==> src/rtl/regfile_sb.sv <==
// Two-read / one-write register file with write-through bypass and a
// per-register pending-write scoreboard; register 0 is hard-wired to zero.
module regfile_sb #(
  parameter int REG_SZ  = 64,
  parameter int REG_NUM = 32,
  parameter int IDX_W   = 5,
  parameter int CNT_W   = 6
) (
  input  logic              clk,
  input  logic              rst_n,
  input  logic              ra_re,
  input  logic [IDX_W-1:0]  ra_idx,
  output logic [REG_SZ-1:0] ra_dout,
  output logic              ra_busy,
  input  logic              rb_re,
  input  logic [IDX_W-1:0]  rb_idx,
  output logic [REG_SZ-1:0] rb_dout,
  output logic              rb_busy,
  output logic              r_valid,
  input  logic              we,
  input  logic [IDX_W-1:0]  w_idx,
  input  logic [REG_SZ-1:0] din,
  input  logic              sb_set,
  input  logic [IDX_W-1:0]  sb_idx,
  output logic [CNT_W-1:0]  busy_cnt
);

  logic [REG_SZ-1:0]  mem_r [REG_NUM];
  logic [REG_NUM-1:0] busy_r;
  logic [REG_NUM-1:0] busy_nxt_s;
  logic [CNT_W-1:0]   cnt_s;
  logic               wr_en_s;

  assign wr_en_s = we && (w_idx != {IDX_W{1'b0}});

  // Entry 0 is never written, so the array read already yields zero for it;
  // a same-cycle write to the selected register is forwarded instead.
  function automatic logic [REG_SZ-1:0] rd_data(input logic [IDX_W-1:0] idx);
    if (wr_en_s && (w_idx == idx)) begin
      return din;
    end else begin
      return mem_r[idx];
    end
  endfunction

  // Next scoreboard state (set has priority over clear) and its population count
  always_comb begin
    busy_nxt_s = {REG_NUM{1'b0}};
    cnt_s      = {CNT_W{1'b0}};
    for (int i = 0; i < REG_NUM; i++) begin
      busy_nxt_s[i] = (i != 0) &&
                      ((sb_set && (sb_idx == IDX_W'(i))) ||
                       (busy_r[i] && !(we && (w_idx == IDX_W'(i)))));
      cnt_s = cnt_s + CNT_W'(busy_nxt_s[i]);
    end
  end

  // Array, scoreboard and all registered outputs
  always_ff @(posedge clk or negedge rst_n) begin
    if (!rst_n) begin
      for (int i = 0; i < REG_NUM; i++) begin
        mem_r[i] <= {REG_SZ{1'b0}};
      end
      busy_r   <= {REG_NUM{1'b0}};
      busy_cnt <= {CNT_W{1'b0}};
      ra_dout  <= {REG_SZ{1'b0}};
      rb_dout  <= {REG_SZ{1'b0}};
      ra_busy  <= 1'b0;
      rb_busy  <= 1'b0;
      r_valid  <= 1'b0;
    end else begin
      if (wr_en_s) begin
        mem_r[w_idx] <= din;
      end
      busy_r   <= busy_nxt_s;
      busy_cnt <= cnt_s;
      r_valid  <= ra_re || rb_re;
      if (ra_re) begin
        ra_dout <= rd_data(ra_idx);
        ra_busy <= busy_nxt_s[ra_idx];
      end
      if (rb_re) begin
        rb_dout <= rd_data(rb_idx);
        rb_busy <= busy_nxt_s[rb_idx];
      end
    end
  end

endmodule

==> config.mk <==
export PLATFORM = sky130hd
export DESIGN_NAME = regfile_sb
export DESIGN_NICKNAME = d
export VERILOG_FILES = /design/src/rtl/regfile_sb.sv
export SDC_FILE = /design/constraint.sdc
export NUM_CORES = 2
export LEC_CHECK = 0
export CAP_MARGIN = 5
export CORE_ASPECT_RATIO = 1.1
export CORE_MARGIN = 3
export CORE_UTILIZATION = 52
export CTS_CLUSTER_SIZE = 24
export DETAILED_ROUTE_END_ITERATION = 10
export GPL_ROUTABILITY_DRIVEN = 0
export PLACE_DENSITY_LB_ADDON = 0.05
export SETUP_SLACK_MARGIN = 0.05
export SLEW_MARGIN = 15
export SYNTH_ARGS = -nofsm -noshare
export SYNTH_HDL_FRONTEND = slang
export SYNTH_SLANG_ARGS = --single-unit
==> constraint.sdc <==
create_clock -name clk -period 4.6 [get_ports clk]
set_input_delay 0.92 -clock clk [delete_from_list [all_inputs] [get_ports clk]]
set_output_delay 0.92 -clock clk [all_outputs]
set_load 0.02 [all_outputs]
* Yosys cells after proc, flatten, opt, wreduce, memory -nomap -nowiden *
Cells that the tools add are included.

operators by class
  add/subtract/negate cells = 30
  magnitude comparators = 6
  eq/ne operators = 64
  muxes and demuxes = 15
  bitwise logic cells = 3
  reduce and logical (&&, ||, !) cells = 161

operators with widths
  cell                number
  $bwmux 2048         1
  $bmux 64 s5         2
  $mux 64             7
  $demux 64 s5        1
  $eq 5x5->1 const B  32
  $add 6x1->6         25
  $logic_and 1x1->1   97
  $eq 5x4->1 const B  16
  $eq 5x3->1 const B  8
  $logic_or 1x1->1    32
  $logic_not 1->1     31
  $eq 5x2->1 const B  4
  $ge 6x6->1 const B  3
  $not 5->6           3
  $lt 5x6->1 const B  2
  $bmux 1 s5          2
  $eq 5x1->1 const B  2
  $eq 5x5->1          2
  $add 5x1->6         1
  $lt 6x1->1 const B  1
  $add 4x1->5         1
  $reduce_bool 5->1   1
  $add 3x1->4         1
  $add 2x1->3         1
  other kinds (2)     3

storage, ports and cells
  register bits = 2,216
  input port bits = 90

* Depth between registers and ports, before layout *
  word-level depth = 35
  depth in mapped cells = 22

* Least setup slack after synthesis *
Ideal clock, no wire load.

  path type = input -> register
  start point = input w_idx[2]
  end point = register busy_cnt[4]
  arrival = 6.083 ns
  data required time = 4.520 ns
  slack = -1.563 ns
  stages = 20
  path buffers = 2
  cell sequence = buf_2 or2_1 buf_2 nor2_1 o21ai_0 fa_1 inv_1 fa_1 inv_1 fa_1 inv_1 fa_1 fa_1 fa_1 inv_1 fa_1 fa_1 a21o_1 a21oi_1 xnor2_1

on the way
  elaborated cells between the ends (all ways) = 185
  those cells by class = add/sub: 30; eq/ne: 31; reduce/logical: 124

RTL lines
  element                     line  source
  from (decl)                 21    input logic [IDX_W-1:0] w_idx,
  $eq 5x5->1                  53    (busy_r[i] && !(we && (w_idx == IDX_W'(i)))));
  $logic_and 1x1->1           53
  $logic_not 1->1             53
  $logic_and 1x1->1           53
  $logic_or 1x1->1            52    ((sb_set && (sb_idx == IDX_W'(i))) ||
  named net busy_nxt_s[18]    30    logic [REG_NUM-1:0] busy_nxt_s;
  $add 6x1->6 (14 in series)  54    cnt_s = cnt_s + CNT_W'(busy_nxt_s[i]);
  named net cnt_s[4]          31    logic [CNT_W-1:0] cnt_s;
  to (signal assigned)        65    busy_cnt <= {CNT_W{1'b0}};
  to (signal assigned)        76    busy_cnt <= cnt_s;
  to (decl)                   25    output logic [CNT_W-1:0] busy_cnt

The timed path passes the listed nets, and every way through them passes these cells.
A chain may end at the register's enable or synchronous reset.

* Worst setup path after layout *
  start point = input sb_idx[4]
  end point = register busy_cnt[5]

on the way
  elaborated cells between the ends (all ways) = 123
  those cells by class = add/sub: 30; eq/ne: 31; reduce/logical: 62

RTL lines
  element                     line  source
  from (decl)                 24    input logic [IDX_W-1:0] sb_idx,
  $eq 5x5->1                  52
  $logic_and 1x1->1           52
  $logic_or 1x1->1            52
  named net busy_nxt_s[20]    30
  $add 6x1->6 (12 in series)  54
  named net cnt_s[5]          31

The timed path passes the listed nets, and every way through them passes these cells.

==> impl_metrics.toml <==
[global_route]
grt_usage = 0.3173
grt-ovfl-total = 0
grt_max_degree = 134
grt_pass1_wl_um = 533500
antenna_found_initial = 14
grt_pass1_vias = 75898

[yosys]
synth_cells = 7675
yosysWarnings = 0
synth-simple-area-share = 0.03329
synth_xor_area_frac = 0.0009796
synth-seq-cells = 2216
yosys.area_share.adder = 0.004715
synth_top_family_by_area = "multiplexers"
yosys_most_used_dff = "dfrtp_1"
synth_mux_area_frac = 0.4288
yosysTopAreaCell = "dfrtp_1"
async_flop_share = 1.000
synth_top_area_frac = 0.4771
ys_seq_area_frac = 0.4771
syn_area_um2 = 116200
synthTopCellsByArea = "dfrtp_1 (48%), mux4_2 (25%), mux2_2 (18%)"
synth.most_common_cell = "dfrtp_1"
syn-num-nets = 7795
avgSynthCellArea_um2 = 15.14
ys_top_cells_by_count = "dfrtp_1 (2,216), mux2_2 (1,857), mux4_2 (1,284)"
synth-compound-area-share = 0.01706
synth_edf_count = 0
ys_types = 62

[power_and_ir_drop]
p_clk_frac = 0.316
p_leak_nw = 56.41
power_frac_comb = 0.266
switching_power_mw = 17.55
p_int_mw = 44.53
irDropWorstVdd_mv = 1.248
powerDensity_nw_per_um2 = 473.5
switching_share = 0.2827
seq_power_share = 0.419

[detailed_routing]
firstDrtPassIters = 6
drc = 0
met3_wirelength_um = 20220
wl_met1_um = 148000
vias = 71693
antenna_left = 0
drt_iter0_markers = 6455
route.met2.wl_um = 176400
drt-total-wl_um = 357500
via_per_inst = 6.647
routedWlPerCell_um = 33.15
maxUsedRoutingLayer = "met5"

[floorplan]
fp-row-count = 181
coreArea_um2 = 221700
die_h_um = 501.9
initial_core_util = 0.5242
ioPinCount = 227
die-area_um2 = 229200
die_w_um = 456.8

[setup_path]
crit_chain = "clkdlybuf4s15_2, buf_4, and4b_2, a22o_4, fa_1, inv_1, fa_1, inv_1, fa_1, inv_1, fa_1, fa_1, fa_1, inv_2, fa_2, buf_4, buf_6, a21o_1, a21oi_2, nor2b_1, o21a_1"
cpMostUsedCell = "fa_1"
crit_slowest_cell = "fa_1"
reg2regPathDepth = 16
r2r_start = "busy_r[2]"
critPathBufInv = 8
cp_max_fo = 5
r2r_end = "busy_cnt[5]"
crit_required_ns = 5.37
slowest_delay_ns = 0.51
cp.arrival_ns = 6.09
crit_path_end_kind = "register"
crit_family = "adder cells"
r2r_setup_slack_ns = -0.44
startpoint_type = "input pin"
path_class = "in -> reg"

[clock_network]
cts_buffers = 233
ctsHtreeMaxLevel = 4
cts_root_buffer = "clkbuf_16"
path_clk_slew_ns = 0.06
cts_sinks = 2216
clock_latency_ns = 0.90
cts_tree = "built"
cts.path.max_buffers = 3

[flow_run]
cap_violations = 0

[timing]
relSlewSlack = 0.2119
worst_slew_pin_slew_ns = 1.182
max_clock_freq_mhz = 188.2
fin_crit_sh = 1.155
setup_viol = 6
layout_min_cycle_time_ns = 5.313
rsz0062_at_grt = "true"
hold_viol_final = 0
hold_ws_ns = 0.3932
finalWorstSetupSlack_ns = -0.7130
finClkSkew_ns = 0.02320
final-max-slew-violation-count = 0

[hold_path]
min_path_cells = 0
holdPathEnd = "mem_r[1995]"
hold_class = "reg -> reg"
min_from = "mem_r[1995]"

[placement]
placed_area_um2 = 123000
hpwl_um = 201500
numPortBuffers = 226

[outcome]
outcome = "complete, but fails checks"
violations = "negative setup slack"

[final_layout]
nets = 7774
area.growth.synth_to_final_pct = 12.80
drive_above_1_share = 0.5136
fin_area_um2 = 131100
[area by class of cell]
type | count | area [um2]
Antenna cell | 7 | 17.52
Timing Repair Buffer | 611 | 6581
Sequential cell | 2216 | 55450
Clock inverter | 89 | 1092
Fill cell | 17136 | 90600
Clock buffer | 342 | 6820
Multi-Input combinational cell | 4407 | 56770
Tap cell | 2928 | 3664
Inverter | 185 | 711.9
[through the flow]
step                std cells  total power, mW    util  TNS [ns]  setup WS [ns]
finish                  10785            62.08  0.5914    -3.117        -0.7130
floorplan                7675            36.99       -    -5.842         -1.243
detailed placement      10330            42.57  0.5549    -12.89         -2.043
global placement        10330            41.85  0.5549    -10.56         -1.963
CTS                     10774            62.48  0.5914    -3.477        -0.7684
global route            10779            65.15  0.5913    -3.723        -0.8283
[worst max-delay path by stage]
| stage | start | end | depth (start not counted) |
|---|---|---|---|
| after floorplan | w_idx[0] | busy_cnt[4] | 19 |
| after global placement | sb_set | busy_cnt[4] | 17 |
| after detailed placement | sb_set | busy_cnt[4] | 17 |
| after CTS | w_idx[1] | busy_cnt[4] | 20 |
| after global routing | we | busy_cnt[4] | 20 |
| final | sb_idx[4] | busy_cnt[5] | 21 |
[cell usage in the layout (no fill, tap or decap), types with 20 or more instances in the layout]
| cell type | synthesis | final |
|---|---|---|
| dfrtp_1 | 2216 | 2216 |
| mux2_2 | 1857 | 1857 |
| mux4_2 | 1284 | 1284 |
| nand2_1 | 678 | 667 |
| buf_4 | 16 | 258 |
| clkbuf_16 | 0 | 233 |
| clkdlybuf4s50_1 | 0 | 181 |
| inv_1 | 184 | 177 |
| o21ai_0 | 144 | 139 |
| o22ai_1 | 139 | 139 |
| and3_1 | 129 | 129 |
| buf_12 | 0 | 117 |
| clkbuf_8 | 0 | 58 |
| clkbuf_1 | 543 | 51 |
| clkinv_2 | 0 | 47 |
| buf_2 | 259 | 22 |
| fa_1 | 23 | 21 |
| bufinv_16 | 0 | 20 |
[routing by layer]
metal | vias up | track usage
met5 | - | 0
met4 | 6 | 0.1073
met3 | 702 | 0.04353
met2 | 2443 | 0.5234
met1 | 39532 | 0.4383
li1 | 29010 | -
[cells by family after synthesis]
family | count (synthesis)
DFF | 2216
adders and majority gates | 30
AOI/OAI and AO/OA | 334
muxes | 3142
buffers and inverters | 1052
xor gates and xnor gates | 13
and+or+nand+nor | 888
[registers in the layout, indices dropped and copies added (netlist names)]
name,flops
mem_r,2048
r_valid,1
rb_busy,1
rb_dout,64
busy_r,31
ra_busy,1
ra_dout,64
busy_cnt,6
[power groups by stage]
| stage | Sequential (mW) | Clock (mW) | Combinational [mW] |
|---|---|---|---|
| after floorplan | 25.7 | 0 | 11.3 |
| after global placement | 26.0 | 0 | 15.9 |
| after detailed placement | 26.3 | 0 | 16.3 |
| after CTS | 26.0 | 19.9 | 16.6 |
| after global routing | 26.5 | 20.8 | 17.9 |
| final | 26.0 | 19.6 | 16.5 |
[repair_timing]
action | CTS | global route
cloned | 0 | 0
pin swaps | 23 | 19
resized for setup | 57 | 23
setup buffers | 12 | 6
endpoints found under the setup margin | 6 | 6
hold buffers | 1 | 0
endpoints found under the hold margin | 11 | 0
Note: power is estimated with default switching activity, not from simulation.
